===== config.mk =====
export PLATFORM = sky130hd
export DESIGN_NAME = seg7_reader
export DESIGN_NICKNAME = d
export VERILOG_FILES = /design/src/rtl/seg7_pkg.sv /design/src/rtl/seg7_glyph_decode.sv /design/src/rtl/seg7_reader.sv
export SDC_FILE = /design/constraint.sdc
export NUM_CORES = 1
export LEC_CHECK = 0
export BUFFER_PORTS_ARGS = -buffer_cell sky130_fd_sc_hd__clkbuf_2
export CAP_MARGIN = 15
export CORE_ASPECT_RATIO = 0.75
export CORE_MARGIN = 5
export CORE_UTILIZATION = 45
export CTS_BUF_LIST = sky130_fd_sc_hd__clkbuf_16
export DETAILED_ROUTE_END_ITERATION = 10
export GPL_TIMING_DRIVEN = 0
export PLACE_DENSITY_LB_ADDON = 0.1
export SLEW_MARGIN = 40
export SYNTH_ARGS = -nofsm -noshare
export SYNTH_HDL_FRONTEND = slang
export SYNTH_SLANG_ARGS = --single-unit

===== constraint.sdc =====
create_clock -name clk -period 4.29 [get_ports clk]
set_input_delay 0.429 -clock clk [delete_from_list [all_inputs] [get_ports clk]]
set_output_delay 0.429 -clock clk [all_outputs]
set_load 0.005 [all_outputs]

===== src/rtl/seg7_pkg.sv =====
// Shared definitions for the seven-segment reader: glyph patterns (active-low, bit order 6543210),
// FSM state type and the per-digit decode result.
package seg7_pkg;

    localparam logic [6:0] GLYPH_0     = 7'b1000000;
    localparam logic [6:0] GLYPH_1     = 7'b1111001;
    localparam logic [6:0] GLYPH_2     = 7'b0100100;
    localparam logic [6:0] GLYPH_3     = 7'b0110000;
    localparam logic [6:0] GLYPH_4     = 7'b0011001;
    localparam logic [6:0] GLYPH_5     = 7'b0010010;
    localparam logic [6:0] GLYPH_6     = 7'b0000010;
    localparam logic [6:0] GLYPH_7     = 7'b1111000;
    localparam logic [6:0] GLYPH_8     = 7'b0000000;
    localparam logic [6:0] GLYPH_9     = 7'b0010000;
    localparam logic [6:0] GLYPH_BLANK = 7'b1111111;

    localparam logic [6:0] LOC_MAX     = 7'd31;

    typedef enum logic [1:0] {
        ST_IDLE   = 2'd0,
        ST_SETTLE = 2'd1,
        ST_REPORT = 2'd2
    } seg7_state_t;

    typedef struct packed {
        logic [3:0] value;
        logic       legal;
    } seg7_digit_t;

    function automatic logic [6:0] pair_sum(input logic [3:0] tens, input logic [3:0] ones);
        return 7'(tens) * 7'd10 + 7'(ones);
    endfunction

endpackage


===== src/rtl/seg7_glyph_decode.sv =====
// Combinational decode of one active-low seven-segment pattern into a digit value,
// a blank flag and a legal-digit flag (blank is not a legal digit).
module seg7_glyph_decode
    import seg7_pkg::*;
(
    input  logic [6:0]  i_pattern,
    output seg7_digit_t o_digit,
    output logic        o_blank
);

    always_comb begin
        o_digit.value = 4'd0;
        o_digit.legal = 1'b1;
        o_blank       = 1'b0;
        case (i_pattern)
            GLYPH_0:     o_digit.value = 4'd0;
            GLYPH_1:     o_digit.value = 4'd1;
            GLYPH_2:     o_digit.value = 4'd2;
            GLYPH_3:     o_digit.value = 4'd3;
            GLYPH_4:     o_digit.value = 4'd4;
            GLYPH_5:     o_digit.value = 4'd5;
            GLYPH_6:     o_digit.value = 4'd6;
            GLYPH_7:     o_digit.value = 4'd7;
            GLYPH_8:     o_digit.value = 4'd8;
            GLYPH_9:     o_digit.value = 4'd9;
            GLYPH_BLANK: begin
                o_digit.legal = 1'b0;
                o_blank       = 1'b1;
            end
            default:     o_digit.legal = 1'b0;
        endcase
    end

endmodule


===== src/rtl/seg7_reader.sv =====
// Reads a two-digit seven-segment display, debounces it and hands each new stable reading
// (0..31 or an error) to a ready/valid consumer. Define SEG7_READER_ERRCNT_EN to add err_count.
module seg7_reader
    import seg7_pkg::*;
#(
    parameter int unsigned STABLE_CYCLES = 4
)
(
    input  logic       clk,
    input  logic       reset,
    input  logic [6:0] HEX0,
    input  logic [6:0] HEX1,
    input  logic       out_ready,
    output logic [4:0] loc,
    output logic       out_valid,
    output logic       out_err
`ifdef SEG7_READER_ERRCNT_EN
    ,
    output logic [7:0] err_count
`endif
);

    localparam logic [7:0] STABLE_LIMIT = 8'(STABLE_CYCLES);

    seg7_state_t r_state;
    logic [13:0] r_sample;
    logic [13:0] r_prev;
    logic [13:0] r_last;
    logic        r_last_vld;
    logic [7:0]  r_cnt;
    logic [4:0]  r_loc;
    logic        r_err;
    logic        r_valid;

    seg7_digit_t w_dig0;
    seg7_digit_t w_dig1;
    logic        w_blank0;
    logic        w_blank1;
    logic [3:0]  w_tens;
    logic [6:0]  w_sum;
    logic        w_tens_ok;
    logic        w_ones_ok;
    logic        w_pair_ok;
    logic        w_same;
    logic        w_changed;

    seg7_glyph_decode u_dec_ones (
        .i_pattern (r_sample[6:0]),
        .o_digit   (w_dig0),
        .o_blank   (w_blank0)
    );

    seg7_glyph_decode u_dec_tens (
        .i_pattern (r_sample[13:7]),
        .o_digit   (w_dig1),
        .o_blank   (w_blank1)
    );

    // A blank tens digit reads as zero; a displayed "0" on the tens digit is not a valid reading.
    always_comb begin
        w_tens    = w_blank1 ? 4'd0 : w_dig1.value;
        w_tens_ok = w_blank1 || (w_dig1.legal && (w_dig1.value >= 4'd1) && (w_dig1.value <= 4'd3));
        w_ones_ok = w_dig0.legal && !w_blank0;
        w_sum     = pair_sum(w_tens, w_dig0.value);
        w_pair_ok = w_tens_ok && w_ones_ok && (w_sum <= LOC_MAX);
        w_same    = (r_sample == r_prev);
        w_changed = !r_last_vld || (r_sample != r_last);
    end

    always_ff @(posedge clk or posedge reset) begin
        if (reset) begin
            r_state    <= ST_IDLE;
            r_sample   <= {GLYPH_BLANK, GLYPH_BLANK};
            r_prev     <= {GLYPH_BLANK, GLYPH_BLANK};
            r_last     <= 14'd0;
            r_last_vld <= 1'b0;
            r_cnt      <= 8'd0;
            r_loc      <= 5'd0;
            r_err      <= 1'b0;
            r_valid    <= 1'b0;
        end else begin
            r_sample <= {HEX1, HEX0};
            r_prev   <= r_sample;
            case (r_state)
                ST_IDLE: begin
                    if (w_changed) begin
                        r_state <= ST_SETTLE;
                        r_cnt   <= 8'd1;
                    end
                end
                ST_SETTLE: begin
                    if (!w_same) begin
                        r_cnt <= 8'd1;
                    end else if (r_cnt >= STABLE_LIMIT) begin
                        r_state    <= ST_REPORT;
                        r_valid    <= 1'b1;
                        r_loc      <= w_pair_ok ? w_sum[4:0] : 5'd0;
                        r_err      <= !w_pair_ok;
                        r_last     <= r_sample;
                        r_last_vld <= 1'b1;
                    end else begin
                        r_cnt <= r_cnt + 8'd1;
                    end
                end
                ST_REPORT: begin
                    // Input changes are ignored here; IDLE re-evaluates the sample after the handshake.
                    if (out_ready) begin
                        r_state <= ST_IDLE;
                        r_valid <= 1'b0;
                    end
                end
                default: begin
                    r_state <= ST_IDLE;
                    r_valid <= 1'b0;
                end
            endcase
        end
    end

    assign loc       = r_loc;
    assign out_valid = r_valid;
    assign out_err   = r_err;

`ifdef SEG7_READER_ERRCNT_EN
    logic [7:0] r_err_count;

    always_ff @(posedge clk or posedge reset) begin
        if (reset) begin
            r_err_count <= 8'd0;
        end else if (r_valid && out_ready && r_err && (r_err_count != 8'hFF)) begin
            r_err_count <= r_err_count + 8'd1;
        end
    end

    assign err_count = r_err_count;
`endif

endmodule

==> results of run 1 <==
per-layer routing:
metal / vias to the layer above / global-route usage, %
met5: - / 0
met4: 0 / 4.981
met3: 7 / 4.766
met2: 21 / 20.99
met1: 933 / 21.68
li1: 978 / -
cell usage in the layout, fill, tap and decap left out, types with 2 or more instances in the layout:
master     netlist  layout
and3_1           2       2
xor2_1           4       4
buf_4            4       4
nand2_1         15      15
nand3_1          7       7
o21a_1           4       4
dfrtp_1         32      32
nor4_1           4       4
o21ai_0          2       2
mux2_2          14      14
inv_1            8       7
nand2b_1         6       6
buf_6            4       4
a21oi_1          8       8
nor3_1           5       5
clkbuf_2         0      23
nor2b_1          3       3
or4_1            2       2
o22ai_2          2       2
mux2i_1          3       3
a21o_1           2       2
and2_1           3       3
clkbuf_16        0      10
dfstp_2         28      28
xnor2_1         32      32
nor3b_1          2       2
nand4_1         10      10
buf_2            7       7
clkinv_1         0       4
ha_1             7       7
a22o_1           5       5
nor2_1           9       9
state kept, by name, summed over array words and instances, names as in the netlist:
name and cells:
r_prev 14, r_last_vld 1, out_err 1, r_last 14
out_valid 1, r_cnt 8, r_sample 14, r_state 2
loc 5
where the power goes:
| group | total, mW | internal (mW) | switching [mW] |
|---|---|---|---|
| logic | 0.100 | 0.0437 | 0.0563 |
| clock network | 0.648 | 0.415 | 0.233 |
| registers | 0.600 | 0.591 | 0.00829 |
worst max-delay path: stages, from the launching register on:
cell	delay [ns]
dfstp_2	0.52
buf_2	0.19
nor4b_1	0.45
a21oi_2	0.07
o22ai_2	0.19
nand2b_1	0.16
ha_1	0.14
inv_1	0.05
fa_1	0.49
nor2b_1	0.26
o221ai_1	0.14
a21oi_1	0.12
o21ai_1	0.09
a2111oi_2	0.41
o211a_4	0.26
a22o_1	0.13
final timing paths:
kind / from / to / slack, ns / cells past startpoint
setup / recovery: r_sample[9]$_DFF_PP1_ / loc[4]$_DFFE_PP0P_ / 0.55 / 15
hold / removal: reset / r_last[2]$_DFFE_PP0P_ / 0.08 / 2
setup reg to reg: r_sample[9]$_DFF_PP1_ / loc[4]$_DFFE_PP0P_ / 0.55 / 15
hold reg to reg: r_sample[0]$_DFF_PP1_ / r_prev[0]$_DFF_PP1_ / 0.36 / 0
max in group asynchronous: reset / r_prev[8]$_DFF_PP1_ / 3.65 / 3
min in group clk: HEX0[3] / r_sample[3]$_DFF_PP1_ / 0.19 / 1
stage by stage:
| stage | utilization, % | hold slack, ns | instance area, µm² |
|---|---|---|---|
| CTS | 55.16 | 0.08697 | 3537 |
| finish | 55.16 | 0.08089 | 3537 |
| global placement | 50.48 | 0.3536 | 3237 |
| detailed placement | 50.83 | 0.3551 | 3259 |
| global route | 55.16 | 0.1070 | 3537 |
| floorplan | - | 0.3519 | 3020 |
layout make-up:
| cell class | instances | area share [%] |
|---|---|---|
| multi-input combinational | 175 | 37.88 |
| timing repair buffer | 24 | 3.820 |
| inverter | 8 | 0.9197 |
| clock inverter | 6 | 0.7782 |
| buffer | 16 | 3.219 |
| sequential | 60 | 43.44 |
| clock buffer | 10 | 7.075 |
| tap | 81 | 2.865 |
cells by family (layout without fill, tap and decap cells):
| group | after synthesis | after routing | share of synthesized area, % |
|---|---|---|---|
| AOI/OAI and AO/OA | 35 | 35 | 9.321 |
| xor gates and xnor gates | 36 | 36 | 10.44 |
| adders and majority gates | 9 | 9 | 3.935 |
| buffers and inverters | 24 | 64 | 4.764 |
| DFF | 60 | 60 | 50.87 |
| muxes | 17 | 17 | 6.214 |
| other | 1 | 1 | 0.1242 |
| and+or+nand+nor | 77 | 77 | 14.33 |
==> run metrics, run 1 <==
Slew Viols, Final=0; IO buf count=23; run status=completed; Syn. warnings=0; Seq cells post-synth=60; clk_skew=around 0.0061 ns; Peak supply drop=~0.00027 V; Worst Setup Start Kind=flop; WL met2=around 2.4 mm; GPL Wtd Cong=slightly below 0.9; fin nets=about 320; final count of hold timing violations=0; leak pwr=1.563 nW; Hold WC Path Type=primary input to async pin; Std-Cell Rows=25; global-route wire length before repair=9.846 mm; largest net degree at the start of global routing=32; starting DRC count in detailed routing=56; Die Span X=roughly 100 µm; placed insts=around 360; pre-CTS setup slack=between 0.5 and 0.6 ns; total power=approximately 1.3 mW; syn_nets=between 200 and 300; DRC=0; Reg area=between 1500 and 2000 µm²; area growth from synthesis to layout=17.11%; met3 WL=roughly 160 µm; critical path data required time=between 4 and 5 ns; worst setup margin=between 0.5 and 0.6 ns; worst-path maximum fanout=8; Slew @ Worst Pin=slightly below 0.8 ns; vias in the first global route=1,970; area of the mapped netlist=3020 µm²; final worst-path cycle share=between 80% and 90%; drt wl/cell=between 10 and 15 µm; post-route insts no fill=380; Worst setup EP type=flop; H-tree depth=3; Starting Density=between 40 and 50%; ys async rst share=100.0%; data arrival time of the critical path=roughly 4 ns; Post-CTS Setup Inserts=0; antenna diode instance count=0; final setup TNS=0 ns; CTS Buf Count=9; Via Count=about 1,900; routed wire length=~5.6 mm; hold buffer count at cts=0; syn avg cell area=11.66 µm²; post-route ant nets=0; Clock Tree Buf Depth=2; CTS tree=built; initial antenna violation count=0; dpl hpwl=around 4.2 mm; top layer in use=met4; max cap viols=0; DIE AREA=8467 µm²; leading cell types by count after synthesis=32 x dfrtp_1, 32 x xnor2_1, 28 x dfstp_2, 15 x nand2_1, 14 x mux2_2; io pins=24; fraction of layout cells with a size suffix above 1=34.78%; Via-to-Cell Ratio=a little over 5; Gates resized, CTS repair=0; DRT Pass-1 Iters=4; CTS root buffer=clkbuf_16; PwrDens=approximately 380 nW/µm²; headroom to the max-slew limit=a little under half; dominant synthesized flop cell=dfrtp_1; post-synthesis sequential area ratio=approximately half; multi-input logic area=roughly 1300 µm²; total of fill cells in the finished design=roughly 570; Chip Height=80.95 µm; GR Util All Layers=14.91%; post-synth top area share=between 20% and 30%; setup violators final=0; clock sink count=60; Fmax=0.2676 GHz; grt total ovfl=0; CORE AREA=~6400 µm²; number of distinct library cells after synthesis=54; EDFF count, synth=0; Synth Instances=about 260; Crit Path Class=flop to flop; clock latency on the worst-skew pair=roughly 0.32 ns; main area contributors after synthesis=dfrtp_1 27%, dfstp_2 24%, xnor2_1 9.3%; Worst-path clk slew=0.05 ns; dominant cell type by area after synthesis=dfrtp_1; WL met1=about 3.0 mm; RSZ-0062 raised after global routing=no; min Tclk post-route=3.736 ns
Power figures use the tool's default switching activity.
==> inputs of run 2 (changes only) <==
Settings changed: CORE_ASPECT_RATIO 0.75 to 1.2.
==> run 2 against run 1 <==
Compared with the run above: cell area fell by 0.39%; combinational power barely moved; die area fell by 0.12%; fmax fell by 2.8%; critical endpoint is now loc[3]$_DFFE_PP0P_; highest routed layer unchanged.
==> run metrics, run 2 (synthesized netlist as in run 1, its figures left out) <==
run status=completed; drt wl/cell=approximately 15 µm; PwrDens=about 370 nW/µm²; Post-CTS Setup Inserts=0; CTS Buf Count=9; worst stage delay on the critical path=around 0.52 ns; dpl hpwl=slightly above 4 mm; Peak supply drop=0.0002729 V; DIE AREA=8457 µm²; Hold WC Path Type=primary input to async pin; Slew @ Worst Pin=between 0.5 and 0.6 ns; routed wire length=5.591 mm; clock sink count=60; Chip Height=between 90 and 100 µm; GPL Wtd Cong=around 0.8; largest net degree at the start of global routing=35; final count of hold timing violations=0; Slowest-stage cell, CP=dfstp_2; critical path data required time=~4.6 ns; clock latency on the worst-skew pair=~0.32 ns; post-route insts no fill=roughly 380; Slew Viols, Final=0; DRT Pass-1 Iters=4; Final Cell Area=roughly 3500 µm²; final setup TNS=0 ns; CTS tree=built; Std-Cell Rows=32; fin nets=319; worst setup margin=about 0.45 ns; placed insts=around 370; CTS root buffer=clkbuf_16; grt total ovfl=0; clk_skew=0.005514 ns; Via Count=about 2,000; starting DRC count in detailed routing=36; Regs by FF count=r_last x14, r_prev x14, r_sample x14; io pins=24; vias in the first global route=1,996; min Tclk post-route=3.843 ns; critical path, cell by cell=buf_2 > nor4b_1 > a21oi_2 > o22ai_2 > nand2b_1 > ha_1 > inv_1 > fa_1 > nor2b_1 > o221ai_1 > a21oi_1 > o21ai_1 > a2111oi_2 > o211a_4 > a22o_1; RSZ-0062 raised after global routing=no; global-route wire length before repair=9.673 mm; Worst Setup Start Kind=flop; setup violators final=0; worst-path maximum fanout=8; CORE AREA=between 6000 and 7000 µm²; placed inst area=3264 µm²; data arrival time of the critical path=around 4 ns; H-tree depth=3; Fmax=about 0.26 GHz; Starting Density=46.57%; initial antenna violation count=0; headroom to the max-slew limit=65.67%; hold buffer count at cts=0; Worst setup EP type=flop; Worst-path clk slew=0.05 ns; commonest non-fill, non-tap cells in the layout=32 x xnor2_1, 32 x dfrtp_1, 28 x dfstp_2, 23 x clkbuf_2, 15 x nand2_1; post-route ant nets=0; final core occ=54.32%; Via-to-Cell Ratio=~5.2; fraction of layout cells with a size suffix above 1=between 30% and 40%; Gates resized, CTS repair=0; Die Span X=84.79 µm; leak pwr=about 1.6 nW; DRC=0; area growth from synthesis to layout=16.65%; IO buf count=23; Crit Path Class=flop to flop; final worst-path cycle share=roughly 90%; antenna diode instance count=0; Clock Tree Buf Depth=2; GR Util All Layers=between 10 and 15%; pre-CTS setup slack=roughly 0.43 ns; max cap viols=0; total of fill cells in the finished design=between 600 and 700
-- run 2: changes by cell type in the layout (fill, tap and decap cells not counted), sizes merged --
cell,change
clkinv,-1
clkinvlp,-1
clkbuf,-1
inv,+3
-- run 2: path summary, 6_finish.rpt --
path | depth (start not counted) | slack (ns) | to | startpoint
setup reg to reg | 15 | 0.45 | loc[3]$_DFFE_PP0P_ | r_sample[9]$_DFF_PP1_
setup / recovery | 15 | 0.45 | loc[3]$_DFFE_PP0P_ | r_sample[9]$_DFF_PP1_
min in group clk | 1 | 0.19 | r_sample[11]$_DFF_PP1_ | HEX1[4]
hold reg to reg | 0 | 0.36 | r_prev[12]$_DFF_PP1_ | r_sample[12]$_DFF_PP1_
max in group asynchronous | 3 | 3.69 | r_prev[8]$_DFF_PP1_ | reset
hold / removal | 2 | 0.07 | r_last[6]$_DFFE_PP0P_ | reset
-- run 2: final cells by class --
| cell class | instances | area [µm²] | area share, % |
|---|---|---|---|
| Timing Repair Buffer | 24 | 135.1 | 3.835 |
| Buffer | 16 | 113.9 | 3.232 |
| Clock inverter | 7 | 27.53 | 0.7812 |
| Sequential cell | 60 | 1536 | 43.61 |
| Multi-Input combinational cell | 175 | 1346 | 38.21 |
| Inverter | 8 | 32.53 | 0.9233 |
| Tap cell | 85 | 106.4 | 3.018 |
| Clock buffer | 9 | 225.2 | 6.392 |
-- run 2: critical path: cells and delay by family, from the launching register on --
family / cells / cell delay (ns)
compound gates: 8 / 1.56
fa+ha+maj: 2 / 0.63
buf+inv: 2 / 0.24
simple gates: 3 / 0.83
flops: 1 / 0.52
-- run 2: power breakdown --
group / total (mW) / leakage [nW] / switching, mW / internal, mW
sequential: 0.600 / 0.726 / 0.00803 / 0.592
clock: 0.600 / 0.136 / 0.225 / 0.375
combinational: 0.0997 / 0.705 / 0.0560 / 0.0437
total: 1.30 / 1.57 / 0.289 / 1.01
-- run 2: stage by stage --
step / power [mW] / hold slack [ns]
floorplan: 0.6798 / 0.3519
global placement: 0.7049 / 0.3538
detailed placement: 0.7090 / 0.3550
CTS: 1.320 / 0.07457
global route: 1.363 / 0.1022
finish: 1.300 / 0.07169
-- run 2: routing by layer --
| layer | share of wire (%) | global-route usage (%) | vias up | wire (µm) |
|---|---|---|---|---|
| met5 | 0 | 0 | - | 0 |
| met1 | 45 | 18.33 | 964 | 2522 |
| met2 | 49 | 23.63 | 44 | 2715 |
| met4 | 2.1 | 6.212 | 0 | 117 |
| li1 | - | - | 975 | - |
| met3 | 4.2 | 4.308 | 9 | 236 |
